## src/rtl/cache_fill_fsm.sv

```systemverilog
// rtl/cache_fill_fsm.sv - cache miss block-fill engine streaming pipelined memory returns into the data array.
// Optional critical-word-first ordering: CACHE_FILL_CRITICAL_FIRST_EN.
module cache_fill_fsm #(
   parameter int BLOCK_WORDS = 8,
   parameter int ADDR_W      = 16,
   parameter int DATA_W      = 16
) (
   input  logic              clk,
   input  logic              rst_n,
   input  logic              miss_detected,
   input  logic [ADDR_W-1:0] miss_address,
   output logic              fsm_busy,
   output logic              mem_enable,
   output logic [ADDR_W-1:0] memory_address,
   input  logic              memory_data_valid,
   input  logic [DATA_W-1:0] memory_data,
   output logic              write_data_array,
   output logic [ADDR_W-1:0] cache_word_addr,
   output logic [DATA_W-1:0] cache_word_data,
   output logic              write_tag_array,
   output logic              fill_done
);

   localparam int OFF_W = $clog2(BLOCK_WORDS);
   localparam int CNT_W = OFF_W + 1;
   localparam int BLK_W = ADDR_W - OFF_W - 1;
   localparam logic [CNT_W-1:0] BW_C     = CNT_W'(BLOCK_WORDS);
   localparam logic [OFF_W-1:0] LAST_OFF = OFF_W'(BLOCK_WORDS - 1);

   typedef enum logic {IDLE, FILL} state_t;

   state_t           state_q, state_d;
   logic [BLK_W-1:0] base_q, base_d;
   logic [CNT_W-1:0] issue_cnt_q, issue_cnt_d;
   logic [CNT_W-1:0] recv_cnt_q, recv_cnt_d;
   logic [OFF_W-1:0] iss_k, rcv_k, iss_off, rcv_off;
   logic             accept;
   logic             unused_addr_bits;

   // Once every request is out, the request address parks on the last word issued.
   assign iss_k = (issue_cnt_q == BW_C) ? LAST_OFF : issue_cnt_q[OFF_W-1:0];
   assign rcv_k = recv_cnt_q[OFF_W-1:0];
   assign unused_addr_bits = ^miss_address[OFF_W:0];

`ifdef CACHE_FILL_CRITICAL_FIRST_EN
   logic [OFF_W-1:0] start_q, start_d;

   always_ff @(posedge clk or negedge rst_n) begin
      if (!rst_n) start_q <= '0;
      else        start_q <= start_d;
   end

   always_comb begin
      start_d = start_q;
      if (state_q == IDLE && miss_detected) start_d = miss_address[OFF_W:1];
   end

   // Offsets wrap inside the block because the sum is truncated to OFF_W bits.
   assign iss_off = iss_k + start_q;
   assign rcv_off = rcv_k + start_q;
`else
   assign iss_off = iss_k;
   assign rcv_off = rcv_k;
`endif

   assign accept = memory_data_valid && (recv_cnt_q < issue_cnt_q);

   always_ff @(posedge clk or negedge rst_n) begin
      if (!rst_n) begin
         state_q     <= IDLE;
         base_q      <= '0;
         issue_cnt_q <= '0;
         recv_cnt_q  <= '0;
      end else begin
         state_q     <= state_d;
         base_q      <= base_d;
         issue_cnt_q <= issue_cnt_d;
         recv_cnt_q  <= recv_cnt_d;
      end
   end

   always_comb begin
      state_d          = state_q;
      base_d           = base_q;
      issue_cnt_d      = issue_cnt_q;
      recv_cnt_d       = recv_cnt_q;
      fsm_busy         = 1'b0;
      mem_enable       = 1'b0;
      memory_address   = '0;
      write_data_array = 1'b0;
      cache_word_addr  = '0;
      cache_word_data  = '0;
      write_tag_array  = 1'b0;
      fill_done        = 1'b0;
      case (state_q)
         IDLE: begin
            // Stall combinationally so the core freezes in the miss cycle itself.
            fsm_busy = miss_detected & rst_n;
            if (miss_detected) begin
               base_d      = miss_address[ADDR_W-1:OFF_W+1];
               issue_cnt_d = '0;
               recv_cnt_d  = '0;
               state_d     = FILL;
            end
         end
         FILL: begin
            fsm_busy       = 1'b1;
            memory_address = {base_q, iss_off, 1'b0};
            if (issue_cnt_q < BW_C) begin
               mem_enable  = 1'b1;
               issue_cnt_d = issue_cnt_q + 1'b1;
            end
            if (accept) begin
               write_data_array = 1'b1;
               cache_word_addr  = {base_q, rcv_off, 1'b0};
               cache_word_data  = memory_data;
               recv_cnt_d       = recv_cnt_q + 1'b1;
               if (recv_cnt_q == BW_C - 1'b1) begin
                  write_tag_array = 1'b1;
                  fill_done       = 1'b1;
                  state_d         = IDLE;
               end
            end
         end
         default: state_d = IDLE;
      endcase
   end

endmodule

```

## config.mk

```make
export PLATFORM = sky130hd
export DESIGN_NAME = cache_fill_fsm
export DESIGN_NICKNAME = d
export VERILOG_FILES = /design/src/rtl/cache_fill_fsm.sv
export SDC_FILE = /design/constraint.sdc
export NUM_CORES = 1
export LEC_CHECK = 0
export ABC_CLOCK_PERIOD_IN_PS = 4200
export CAP_MARGIN = 20
export CORE_ASPECT_RATIO = 2
export CORE_UTILIZATION = 39
export DETAILED_ROUTE_END_ITERATION = 16
export PLACE_DENSITY = 0.95
export RECOVER_POWER = 50
export SLEW_MARGIN = 15
export SYNTH_ARGS = -nofsm -noshare
export SYNTH_HDL_FRONTEND = slang
export SYNTH_SLANG_ARGS = --single-unit
```

## constraint.sdc

```tcl
create_clock -name clk -period 4.2 [get_ports clk]
set_clock_uncertainty 0.1 [all_clocks]
set_input_delay 0.84 -clock clk [delete_from_list [all_inputs] [get_ports clk]]
set_output_delay 0.84 -clock clk [all_outputs]
set_load 0.005 [all_outputs]
```

==> results.md <==
- The critical-path maximum fanout is 37.
- Global routing used 21.7% of the available tracks across all layers.
- The wire-length estimate of the detail-placed layout is 2940 µm.
- Averaged over all synthesized cells, the footprint is 8.67 µm².
- The max-slew violation count is 0.
- After layout, the worst path uses 86.3% of the clock period.
- The number of hold-slack violations in the final timing report is 0.
- Gates resized during post-CTS repair numbered 0.
- After layout, the minimum clock period comes to 3630 ps.
- The cell area after technology mapping is 1410 µm².
- Synthesis produced a netlist whose cell count is 162.
- The floorplan die width is roughly 44 µm.
- The sequential fraction of the synthesis area is 37.4%.
- Global routing finished with a remaining overflow of 0.
- Synthesis instantiated 35 different standard cells from the library.
- The critical path in this run is classified as primary input to output port.
- The end of the worst register-to-register path is issue_cnt_q[0]$_DFFE_PN0P_.
- The number of enable-type register cells in the synthesized netlist is 0.
- For flop-to-flop paths, the worst setup slack is 2120 ps.
- The total vias in the final route is between 1,000 and 1,500.
- Of the cells placed in the final design, the portion with a size suffix greater than 1 is under 10%.
- The sum of internal, switching and leakage power is 1.52 mW.
- The wire length of the first global-routing pass is roughly 6300 µm.
- TritonCTS created 3 clock buffers.
- In this run the worst hold path is classified as flop to flop.
- Once detail routing completed, the nets flagged for antenna violations numbered 0.
- Dividing the detail-routed via count by the number of cells gives 4.72.
- The buffer levels on the longest clock path is 2.
- The sort of element at the end of the critical path is an output port.
- At the later pin of the worst-skew pair, clock insertion delay measures 260 ps.
- After the last flow step, the layout net total stands at 283.
- For this block, the initial DRC count from the detailed router was 36.
- At the pin with the least slew margin, the transition time is 700 ps.
- The via count of the first global-routing pass is 1,340.
- Measured along the y axis, the die boundary spans 86.9 µm.
- The run finished with clean final reports.
- After detailed routing, the total wire length is 3880 µm.
- Leaving out filler cells and counting taps, the final layout contains 288.
- The final worst-path setup slack is approximately 570 ps.
- The post-detailed-route wirelength per cell is around 13 µm.
- The global placer's final weighted congestion is just under 0.8.
- The count of clock tree sinks is 21.
- Setup repair after global routing left no endpoint under its margin.
- The clock tree from TritonCTS is done.
- After detailed placement, the design holds a cell count of ~280.
- The Yosys warning count is 0.
- The hold-critical path depth is 2.
- In the routed design, unresolved DRC markers number 0.
- Counting flops with an async set or reset pin after synthesis yields a share of 100%.
- The clock-pin slew reported for the worst setup and hold paths after clock tree synthesis is 80 ps.
- The hold slack is 394 ps.
- After synthesis, the cell types taking the most area are dfrtp_1, and2_1, nand2_1, ha_1, buf_4.
- The worst setup path is launched from a primary input.
- In this run the count of I/O pins placed on the die edge is 89.
- The area of the core is 3420 µm².
- The maximum VDD drop is 0.406 mV.
- The data arrival time of the worst path is 2690 ps.
- Summing all placed instances gives a cell area of 2240 µm².
- In this run the tightest slew margin relative to its limit is 53.3%.
- The post-route cell area is 2280 µm².
- Before CTS, the worst setup slack after placement is 557 ps.
- The post-layout utilization of the core is 66.8%.
- The sum of negative setup slack is 0 ps.
- In this run, synthesis produced a sequential element count of 21.
- The total of buffers placed on input and output ports is 82.
- The level count of the clock H-tree is 1.
- The post-cts hold buffer count is 0.
- The worst reg2reg path startpoint is state_q$_DFF_PN0_.
- The highest clock frequency the design can meet is 276 MHz.
- The post-synthesis cell type with the largest combined area is dfrtp_1.
- Measured in cells, the most critical reg-to-reg path has a length of 4.
- Dividing total power by cell area gives a power density of 665 nW/µm².
- The floorplan has 30 rows.
- The top cell type's share of synthesized area is 37.4%.
- Across the run, the number of max-cap violations was 0.
- For this run, the detailed router's first-pass iteration total came to 4.
- The die area is slightly below 4000 µm².
- The effective utilization at floorplan is 41.1%.
- Entering global routing, the biggest net connects 38 pins.
- The path with the worst hold slack has its endpoint at base_q[3]$_DFFE_PN0P_.
- For this design the static power due to leakage is 1.01 nW.
- For the worst setup path, the data required time is 3260 ps.
- The most used flip-flop cell after synthesis is dfrtp_1.
- The worst hold path begins at base_q[3]$_DFFE_PN0P_.
- The library cell used as clock root buffer is clkbuf_8.
- The initial antenna violation count is 0.
- Setup violations remaining at the end of the flow were counted as 0.
- The buffers inserted during post-CTS setup optimization is 0.
- The growth of design area from synthesis to finish is 62.3%.
- The number of diodes is 0.
-- state kept, by name, summed over array words and instances, names as in the netlist --
name	count
base_q	12
issue_cnt_q	4
recv_cnt_q	4
state_q	1
-- synth_stat cells, types with 2 or more instances --
cell type and instances:
nor2_1 3, and2_1 43, nor2b_1 3, ha_1 6
dfrtp_1 21, buf_2 2, mux2i_1 2, clkbuf_1 3
o21a_1 2, xnor2_1 2, inv_1 7, buf_4 6
nand2_1 40
-- per-layer routing --
layer	up-vias	global-route usage [%]	share of wire (%)
met5	-	0	0
met2	61	39.7	56
met3	8	2.28	5.1
met4	0	8.54	2.2
li1	664	-	-
met1	626	24.4	36
-- final cells by class --
cell class	instances	area [µm²]
clock inverters	1	5.00
inverters	7	26.3
well taps	48	60.1
repair buffers	84	832
multi-input cells	124	791
fillers	250	1130
clock buffers	3	41.3
flip-flops and latches	21	526
-- cells in the final DEF (no fill, tap or decap), types with 2 or more instances in the layout --
master / netlist / final
nor2b_1: 3 / 3
mux2i_1: 2 / 2
xnor2_1: 2 / 2
dlygate4sd3_1: 0 / 6
nand2_1: 40 / 40
dfrtp_1: 21 / 21
clkdlybuf4s50_1: 0 / 76
ha_1: 6 / 6
and2_1: 43 / 43
conb_1: 1 / 2
clkbuf_8: 0 / 3
o21a_1: 2 / 2
inv_1: 7 / 7
nor2_1: 3 / 3
-- how the worst max path moves through the flow --
stage,slack (ps),end,start,depth (start not counted)
final,570,fill_done,memory_data_valid,5
after global routing,450,write_tag_array,memory_data_valid,5
after CTS,550,write_tag_array,memory_data_valid,5
after detailed placement,560,write_tag_array,memory_data_valid,5
after global placement,560,fill_done,memory_data_valid,5
after floorplan,1730,write_tag_array,issue_cnt_q[1]$_DFFE_PN0P_,7
-- report_power, final --
group	switching (mW)	internal [mW]	leakage, nW
registers	0.107	0.301	0.255
clock network	0.0682	0.0662	0.0255
logic	0.383	0.590	0.732
total	0.558	0.958	1.01
-- cells by family after synthesis --
kind of cell	Yosys count	synth area share [%]
other	1	0.267
flip-flops	21	37.4
adder cells (fa/ha/maj)	6	5.34
buffers and inverters	18	6.59
multiplexers	3	2.23
AO/OA/AOI/OAI	12	6.95
AND/OR/NAND/NOR	99	40.0
XOR/XNOR	2	1.25
-- critical path: stages --
cell	delay [ps]
clkdlybuf4s50_1	510
nand4b_4	170
nor2_8	390
and4_1	270
clkdlybuf4s50_1	500
Note: power is estimated with default switching activity, not from simulation.
